[src/rtl/imm_encoder_pkg.sv]
// Shared immediate-format definitions for the RV32I extend unit and the
// immediate encoder: format codes, legal ranges and the stage-2 packer.
package imm_encoder_pkg;

    // Same two-bit code the extend unit decodes.
    typedef enum logic [1:0] {
        IMM_I = 2'b00,
        IMM_S = 2'b01,
        IMM_B = 2'b10,
        IMM_J = 2'b11
    } imm_fmt_e;

    // Representable immediate ranges (inclusive). B/J must also be even.
    localparam int IMM_I_MIN = -2048;
    localparam int IMM_I_MAX = 2047;
    localparam int IMM_S_MIN = -2048;
    localparam int IMM_S_MAX = 2047;
    localparam int IMM_B_MIN = -4096;
    localparam int IMM_B_MAX = 4094;
    localparam int IMM_J_MIN = -1048576;
    localparam int IMM_J_MAX = 1048574;

    // Widest format (J) only needs imm[20:0]; upper bits are sign copies.
    localparam int unsigned IMM_KEEP_W = 21;

    // Instruction bit positions owned by each format's immediate.
    function automatic logic [31:0] imm_field_mask(input imm_fmt_e fmt);
        logic [31:0] mask;
        case (fmt)
            IMM_I:   mask = 32'hFFF0_0000;
            IMM_S:   mask = 32'hFE00_0F80;
            IMM_B:   mask = 32'hFE00_0F80;
            IMM_J:   mask = 32'hFFFF_F000;
            default: mask = 32'h0000_0000;
        endcase
        return mask;
    endfunction

    // Scatter the immediate into its instruction fields; other bits come from
    // base. With err set the immediate fields are left zero.
    function automatic logic [31:0] pack_imm(
        input logic [31:0]           base,
        input logic [IMM_KEEP_W-1:0] imm,
        input imm_fmt_e              fmt,
        input logic                  err
    );
        logic [31:0] word;
        word = base & ~imm_field_mask(fmt);
        if (!err) begin
            case (fmt)
                IMM_I: begin
                    word[31:20] = imm[11:0];
                end
                IMM_S: begin
                    word[31:25] = imm[11:5];
                    word[11:7]  = imm[4:0];
                end
                IMM_B: begin
                    word[31]    = imm[12];
                    word[30:25] = imm[10:5];
                    word[11:8]  = imm[4:1];
                    word[7]     = imm[11];
                end
                IMM_J: begin
                    word[31]    = imm[20];
                    word[30:21] = imm[10:1];
                    word[20]    = imm[11];
                    word[19:12] = imm[19:12];
                end
                default: ;
            endcase
        end
        return word;
    endfunction

endpackage

[src/rtl/imm_encoder_range_check.sv]
// Combinational range/alignment check of a signed immediate against the
// chosen RV32I format. Only built when IMM_ENCODER_RANGE_CHECK_EN is
// defined, since it is instantiated nowhere else.
`ifdef IMM_ENCODER_RANGE_CHECK_EN
module imm_range_check
    import imm_encoder_pkg::*;
(
    input  logic [31:0] imm,
    input  imm_fmt_e    fmt,
    output logic        err
);

    logic signed [31:0] simm;

    assign simm = $signed(imm);

    // Flag values outside the format range, and odd offsets for branch/jump.
    always_comb begin
        err = 1'b0;
        case (fmt)
            IMM_I:   err = (simm < IMM_I_MIN) || (simm > IMM_I_MAX);
            IMM_S:   err = (simm < IMM_S_MIN) || (simm > IMM_S_MAX);
            IMM_B:   err = (simm < IMM_B_MIN) || (simm > IMM_B_MAX) || imm[0];
            IMM_J:   err = (simm < IMM_J_MIN) || (simm > IMM_J_MAX) || imm[0];
            default: err = 1'b0;
        endcase
    end

endmodule
`endif

[src/rtl/imm_encoder.sv]
// Immediate encoder: packs a signed 32-bit immediate into the I/S/B/J fields
// of an RV32I instruction word. Two-stage valid/ready pipeline; stage 1
// registers the request (and its range check), stage 2 registers the packed
// word. Optional macro IMM_ENCODER_RANGE_CHECK_EN enables range/alignment
// checking and out_err; without it immediates are truncated into their fields.
module imm_encoder
    import imm_encoder_pkg::*;
#(
    parameter int unsigned CNT_W = 16
) (
    input  logic             clk,
    input  logic             rst_n,
    input  logic             in_valid,
    output logic             in_ready,
    input  logic [31:0]      in_imm,
    input  logic [1:0]       in_control,
    input  logic [31:0]      in_base,
    output logic             out_valid,
    input  logic             out_ready,
    output logic [31:0]      out_instr,
    output logic             out_err,
    output logic [CNT_W-1:0] enc_count
);

    imm_fmt_e in_fmt;

    logic                  s1_valid_q, s1_valid_d;
    logic [IMM_KEEP_W-1:0] s1_imm_q, s1_imm_d;
    imm_fmt_e              s1_fmt_q, s1_fmt_d;
    logic [31:0]           s1_base_q, s1_base_d;
    logic                  s1_err;

    logic                  s2_valid_q, s2_valid_d;
    logic [31:0]           s2_instr_q, s2_instr_d;

    logic [CNT_W-1:0]      cnt_q, cnt_d;

    logic                  s1_adv, s2_adv, in_xfer, out_xfer;

    assign in_fmt = imm_fmt_e'(in_control);

    // Handshake: a stage may load when empty or when its content moves on.
    assign s2_adv   = !s2_valid_q || out_ready;
    assign s1_adv   = !s1_valid_q || s2_adv;
    assign in_ready = s1_adv;
    assign in_xfer  = in_valid && in_ready;
    assign out_xfer = s2_valid_q && out_ready;

`ifdef IMM_ENCODER_RANGE_CHECK_EN
    logic in_err;
    logic s1_err_q, s1_err_d;
    logic s2_err_q, s2_err_d;

    imm_range_check u_range_check (
        .imm (in_imm),
        .fmt (in_fmt),
        .err (in_err)
    );

    assign s1_err  = s1_err_q;
    assign out_err = s2_err_q;

    // Error flag travels alongside the request through both stages.
    always_comb begin
        s1_err_d = s1_err_q;
        s2_err_d = s2_err_q;
        if (in_xfer) begin
            s1_err_d = in_err;
        end
        if (s2_adv && s1_valid_q) begin
            s2_err_d = s1_err_q;
        end
    end

    // Error flag registers.
    always_ff @(posedge clk or negedge rst_n) begin
        if (!rst_n) begin
            s1_err_q <= 1'b0;
            s2_err_q <= 1'b0;
        end else begin
            s1_err_q <= s1_err_d;
            s2_err_q <= s2_err_d;
        end
    end
`else
    // Upper immediate bits are pure sign copies and are dropped unchecked.
    logic unused_imm_hi;

    assign unused_imm_hi = ^in_imm[31:IMM_KEEP_W];
    assign s1_err        = 1'b0;
    assign out_err       = 1'b0;
`endif

    // Stage 1 next state: capture the request on accept.
    always_comb begin
        s1_valid_d = s1_valid_q;
        s1_imm_d   = s1_imm_q;
        s1_fmt_d   = s1_fmt_q;
        s1_base_d  = s1_base_q;
        if (s1_adv) begin
            s1_valid_d = in_valid;
        end
        if (in_xfer) begin
            s1_imm_d  = in_imm[IMM_KEEP_W-1:0];
            s1_fmt_d  = in_fmt;
            s1_base_d = in_base;
        end
    end

    // Stage 2 next state: pack the word; hold it while the consumer stalls.
    always_comb begin
        s2_valid_d = s2_valid_q;
        s2_instr_d = s2_instr_q;
        if (s2_adv) begin
            s2_valid_d = s1_valid_q;
            if (s1_valid_q) begin
                s2_instr_d = pack_imm(s1_base_q, s1_imm_q, s1_fmt_q, s1_err);
            end
        end
    end

    // Delivered-word counter, sticks at all-ones.
    always_comb begin
        cnt_d = cnt_q;
        if (out_xfer && (cnt_q != {CNT_W{1'b1}})) begin
            cnt_d = cnt_q + {{(CNT_W-1){1'b0}}, 1'b1};
        end
    end

    // Pipeline and counter registers; reset discards in-flight requests.
    always_ff @(posedge clk or negedge rst_n) begin
        if (!rst_n) begin
            s1_valid_q <= 1'b0;
            s1_imm_q   <= '0;
            s1_fmt_q   <= IMM_I;
            s1_base_q  <= '0;
            s2_valid_q <= 1'b0;
            s2_instr_q <= '0;
            cnt_q      <= '0;
        end else begin
            s1_valid_q <= s1_valid_d;
            s1_imm_q   <= s1_imm_d;
            s1_fmt_q   <= s1_fmt_d;
            s1_base_q  <= s1_base_d;
            s2_valid_q <= s2_valid_d;
            s2_instr_q <= s2_instr_d;
            cnt_q      <= cnt_d;
        end
    end

    assign out_valid = s2_valid_q;
    assign out_instr = s2_instr_q;
    assign enc_count = cnt_q;

endmodule

[config.mk]
export PLATFORM = sky130hd
export DESIGN_NAME = imm_encoder
export DESIGN_NICKNAME = d
export VERILOG_FILES = /design/src/rtl/imm_encoder_pkg.sv /design/src/rtl/imm_encoder_range_check.sv /design/src/rtl/imm_encoder.sv
export SDC_FILE = /design/constraint.sdc
export NUM_CORES = 1
export LEC_CHECK = 0
export CORE_UTILIZATION = 50
export DETAILED_ROUTE_END_ITERATION = 8
export DONT_BUFFER_PORTS = 1
export PLACE_DENSITY = 0.77
export SLEW_MARGIN = 40
export SYNTH_ARGS = -nofsm -noshare
export SYNTH_HDL_FRONTEND = slang
export SYNTH_SLANG_ARGS = --single-unit
[constraint.sdc]
create_clock -name clk -period 2.25 [get_ports clk]
set_input_delay 0.225 -clock clk [delete_from_list [all_inputs] [get_ports clk]]
set_output_delay 0.225 -clock clk [all_outputs]
set_load 0.03 [all_outputs]
==> flow_summary.toml, run 1 <==
[sta]
finalCriticalPeriod_ns = 1.890
maxSlewHeadroom = 0.6351
rsz0062_at_grt = "false"
worst_slew_pin_slew_ns = 0.5454
timing.final.max_slew_violations = 0
hold_viol = 98
finalSetupViolations = 0
finClkSkew_ns = 0.009919
fin_setup_tns_ns = 0
hold_slack_ns = -0.4504
timing.fmax_mhz = 529.0
period_share = 0.8402

[floorplan]
die_x_microns = 92.07
num_rows = 32
io_pins = 121
fp.dieH_microns = 92.07
die_area_sq_um = 8477
design.core.area_sq_um = 7767
initial_utilization = 0.5222

[logic_synthesis]
ys_types = 35
synth.most_common_cell = "dfrtp_1"
synth_seq_area_share = 0.6046
ys.flop_type = "dfrtp_1"
synth_top_area_frac = 0.6046
yosys.area.top_type = "dfrtp_1"
syn-cell-area_sq_um = 4056
yosys-top-cells-count = "98 x dfrtp_1, 62 x mux2_2, 28 x nand2_1"
syn_avg_cell_area_sq_um = 13.26
syn_inst = 306
synthTopCellsByArea = "dfrtp_1 60%, mux2_2 17%, nand2_1 2.6%"
ys_warn_count = 0
synthesis.nets = 382
synth-async-reset-ratio = 1.000
synth_edf_count = 0
ys_ff_latch = 98

[pwr]
ir_worst_vdd_mv = 0.5784
power_density_nw_per_um2 = 986.6
leakage_uw = 0.002128

[clocking]
cts_root_buf = "clkbuf_8"
cts_buffers = 9
numClockSinks = 98
htreeDepth = 3
cts_setup_buffers = 0
clkLatencyLatePin_ns = 0.35
clockBufferDepth = 2
cts_tree = "done"
clk_pin_slew_ns = 0.10
ctsResizeCount = 0

[final_layout]
antenna_cells = 0
nets = 432
nFillCells = 616
multi_input_area_sq_um = 1523
drive_gt1_frac = 0.2853
postLayoutCoreUtil = 0.6260
syn_to_final_growth_pct = 19.86
seq_area_sq_um = 2452

[critical_path]
worstPathRequired_ns = 2.49
timing_worst_setup_path_type = "flop to flop"
cp_data_arrival_time_ns = 2.13
start_kind = "flop"
path_max_fanout = 10
worstSetupEndpointType = "flop"

[drt]
drt_pre_antenna_iters = 4
wl_mm = 7.745
drc = 0
ant_nets = 0
wl_met2_mm = 3.838
met1Wirelength_mm = 3.332
drt_iter0_markers = 73
dr_total_vias = 2459
wl_met3_microns = 519
wl_per_cell_microns = 16.73
vias_per_cell = 5.311
highest-signal-layer = "met4"

[global_route]
antenna_found_initial = 0
track_usage = 0.1924
grt-ovfl-total = 0
grt_max_degree = 99
grt_pass1_wl_mm = 12.55
grt_pass1_vias = 2549

[place]
portBuffers = 0
gp_congestion = 0.7834
hpwl_mm = 5.097

[flow_run]
max_cap_violations = 0

[worst_hold_path]
holdCritPathClass = "input port to async pin"

[run_status]
outcome = "complete, but fails checks"
failed_checks = "hold timing"
==> worst max-delay path: stages, from the launching register on <==
cell and delay, ns:
dfrtp_1 0.57, and3_1 0.24, nand2_1 0.10, o311a_1 0.53, mux2_4 0.34
==> power by group <==
group,leakage [uW],switching [uW],total (uW),internal (uW)
combinational,0.000831,443,896,453
sequential,0.00118,585,2680,2100
clock,0.000114,601,1220,616
==> registers in the layout, summed over array words and instances (netlist names) <==
name	flops
s1_base_q	25
enc_count	16
out_instr	32
s1_valid_q	1
s1_fmt_q	2
s1_imm_q	21
out_valid	1
==> kinds of logic (layout without fill, tap and decap cells) <==
family          Yosys count  in the layout  synth area share
compound gates           38             38           0.05522
xor+xnor                 14             14           0.03023
simple gates             60             60           0.07372
flops                    98             98            0.6046
buf+inv                  18             73           0.02128
mux                      71             71            0.1956
other cells               1              1         0.0009245
fa+ha+maj                 6              6           0.01851
==> layer usage <==
layer / up-vias / track usage
li1: 1168 / -
met2: 68 / 0.3116
met1: 1218 / 0.2444
met3: 5 / 0.06799
met5: - / 0
met4: 0 / 0.05469
==> layout by cell type, fill, tap and decap left out, types with 2 or more instances in the layout <==
cell / count
a21oi_1: 6
a22oi_1: 6
and3_2: 2
buf_12: 3
buf_4: 15
clkbuf_8: 12
dfrtp_1: 98
dlygate4sd3_1: 35
ha_1: 6
inv_1: 4
inv_6: 2
mux2_2: 62
mux2i_1: 8
nand2_1: 26
nand2_2: 2
nand2b_1: 3
nand3_1: 5
nand4_1: 6
nor2_1: 6
nor2b_1: 5
o21ai_0: 20
xnor2_1: 12
xor2_1: 2
==> path summary, 6_finish.rpt <==
| kind | from | to | slack [ns] | depth (start not counted) |
|---|---|---|---|---|
| hold / removal | rst_n | s1_base_q[24] | -0.45 | 0 |
| max in group asynchronous | rst_n | s1_imm_q[0] | 2.53 | 0 |
| hold reg to reg | s1_base_q[9] | s1_base_q[9] | 0.51 | 1 |
| setup reg to reg | enc_count[6] | enc_count[1] | 0.36 | 4 |
| min in group clk | in_imm[4] | s1_imm_q[4] | 0.02 | 1 |
| setup / recovery | enc_count[6] | enc_count[1] | 0.36 | 4 |
==> area by class of cell <==
type / count / area share
clock buffer: 12 / 0.03397
inverter: 4 / 0.003088
clock inverter: 4 / 0.01158
sequential: 98 / 0.5044
tap: 102 / 0.02625
multi-input combinational: 190 / 0.3132
timing repair buffer: 53 / 0.1076
==> stage by stage <==
step | cells | worst slack [ns] | power [uW] | instance area [sq um]
floorplan | 306 | 0.2419 | 3302 | 4056
finish | 463 | 0.3596 | 4797 | 4862
global placement | 412 | 0.4010 | 3514 | 4290
CTS | 453 | 0.3563 | 4837 | 4762
global route | 463 | 0.2797 | 5045 | 4862
detailed placement | 412 | 0.3709 | 3574 | 4290
==> repair_timing <==
action / CTS / global route
setup endpoints to repair: 0 / 0
hold buffers: 25 / 10
hold endpoints to repair: 123 / 108
Note: power is estimated with default switching activity, not from simulation.
==> run 2, diff against run 1 <==
Settings changed: PLACE_DENSITY 0.77 to 0.8.
Clock period 2.25 ns to 1.66 ns, I/O delays scaled along.
==> flow_summary.toml, run 2 (same netlist as run 1, synthesis figures left out) <==
[pwr]
sw_frac_of_total = 0.3409
p_comb_frac = 0.215
power_density_nw_per_um2 = 1260
ir_worst_vdd_mv = 0.8638
power_uw = 6487
p_sw_uw = 2211
p_int_uw = 4275
pwr-share-seq = 0.558
leakage_uw = 0.002277
pwr-share-clk = 0.227

[clocking]
cts_root_buf = "clkbuf_8"
cts_buffers = 9
cts_tree = "done"
htreeDepth = 3
clockBufferDepth = 2
clkLatencyLatePin_ns = 0.35
postCtsHoldBufs = 49
numClockSinks = 98
clk_pin_slew_ns = 0.09

[critical_path]
start_kind = "flop"
crit_family = "compound AO/OA/AOI/OAI gates"
timing_worst_setup_path_type = "flop to flop"
critPathBufInv = 0
path_max_fanout = 10
worstPathRequired_ns = 1.90
cp_data_arrival_time_ns = 1.81
worst_r2r_startpoint = "enc_count[1]"
slowest_stage = "o311a_4"
max_stage_delay_ns = 0.46
cp_cell_sequence = "ha_1, nand3_1, o311a_4, mux2_4"
rrSetupSlack_ns = 0.09
worstSetupEndpointType = "flop"
r2r_cells = 4
timing.rr.end = "enc_count[1]"

[worst_hold_path]
holdCritPathClass = "input port to async pin"

[floorplan]
num_rows = 32
initial_utilization = 0.5222
io_pins = 121
fp.dieH_microns = 92.07
die_area_sq_um = 8477
die_x_microns = 92.07
design.core.area_sq_um = 7767

[final_layout]
nFillCells = 589
antenna_cells = 0
syn_to_final_growth_pct = 26.90
final_common_cell = "dfrtp_1"
largest_reg_flops = 32
postLayoutCoreUtil = 0.6627
nets = 455
drive_gt1_frac = 0.3316
layout_common_cells = "84 x dfrtp_1, 49 x dlygate4sd3_1, 42 x mux2_2"

[place]
hpwl_mm = 5.334
dp_slack_ns = 0.02515
gp_congestion = 0.8003
portBuffers = 0

[drt]
wl_per_cell_microns = 17.09
ant_nets = 0
wl_mm = 8.291
drt_iter0_markers = 82
vias_per_cell = 5.289
dr_total_vias = 2565
drt_pre_antenna_iters = 4
drc = 0

[run_status]
failed_checks = "hold timing"
outcome = "complete, but fails checks"

[sta]
finalSetupViolations = 0
hold_slack_ns = -0.5032
rsz0062_at_grt = "false"
timing.final.max_slew_violations = 0
period_share = 0.9430
finClkSkew_ns = 0.009488
timing.fmax_mhz = 638.8
hold_viol = 98
finalCriticalPeriod_ns = 1.565
fin_setup_tns_ns = 0
setup_slack_ns = 0.09468

[global_route]
grt_pass1_wl_mm = 13.83
antenna_found_initial = 0
grt_pass1_vias = 2847
grt_max_degree = 99
grt-ovfl-total = 0
track_usage = 0.2117

[flow_run]
max_cap_violations = 0
## run 2: stage by stage
stage / hold slack (ns) / area, sq um / instances
floorplan: -0.1296 / 4175 / 306
global placement: -0.1280 / 4451 / 421
detailed placement: -0.1284 / 4451 / 421
global route: -0.5368 / 5147 / 485
finish: -0.5032 / 5147 / 485
CTS: -0.5242 / 5127 / 485
## run 2: routing by layer
metal | wire length [microns] | global-route usage | vias to the layer above | share of wire
met3 | 487 | 0.07629 | 12 | 0.059
met4 | 123 | 0.06250 | 0 | 0.015
met2 | 4394 | 0.3688 | 76 | 0.53
met5 | 0 | 0 | - | 0
met1 | 3285 | 0.2438 | 1269 | 0.40
li1 | - | - | 1208 | -
## run 2: power groups by stage
stage	combinational (uW)	sequential [uW]	clock, uW
after floorplan	786	3770	0
after global placement	1240	3630	0
after detailed placement	1290	3660	0
after CTS	1390	3620	1510
after global routing	1530	3690	1600
final	1400	3620	1470
## run 2: cell type report
class / instances / area (sq um) / area share
repair buffers: 76 / 730.7 / 0.1420
well taps: 102 / 127.6 / 0.02479
flip-flops and latches: 98 / 2470 / 0.4798
clock inverters: 4 / 53.80 / 0.01045
clock buffers: 11 / 131.4 / 0.02552
inverters: 4 / 15.01 / 0.002917
multi-input cells: 190 / 1619 / 0.3145
## run 2: what timing repair did
item | CTS | global route
resized for setup | 1 | 4
setup endpoints to repair | 1 | 8
endpoints found under the hold margin | 147 | 98
buffers inserted | 0 | 0
## run 2: worst max path at each step
stage / cells past startpoint / end / from / slack (ns)
final: 4 / enc_count[1] / enc_count[1] / 0.09
after global routing: 5 / out_instr[23] / s1_fmt_q[0] / 0.008
after CTS: 4 / enc_count[1] / enc_count[1] / 0.06
after detailed placement: 5 / enc_count[15] / enc_count[0] / 0.03
after global placement: 4 / enc_count[1] / enc_count[0] / 0.05
after floorplan: 5 / s1_imm_q[0] / out_valid / -0.07
## run 2: worst register-to-register path: cells and delay by family, from the launching register on
family | cells | cell delay (ns)
multiplexers | 1 | 0.31
AO/OA/AOI/OAI | 1 | 0.46
flip-flops | 1 | 0.37
adder cells (fa/ha/maj) | 1 | 0.17
AND/OR/NAND/NOR | 1 | 0.15
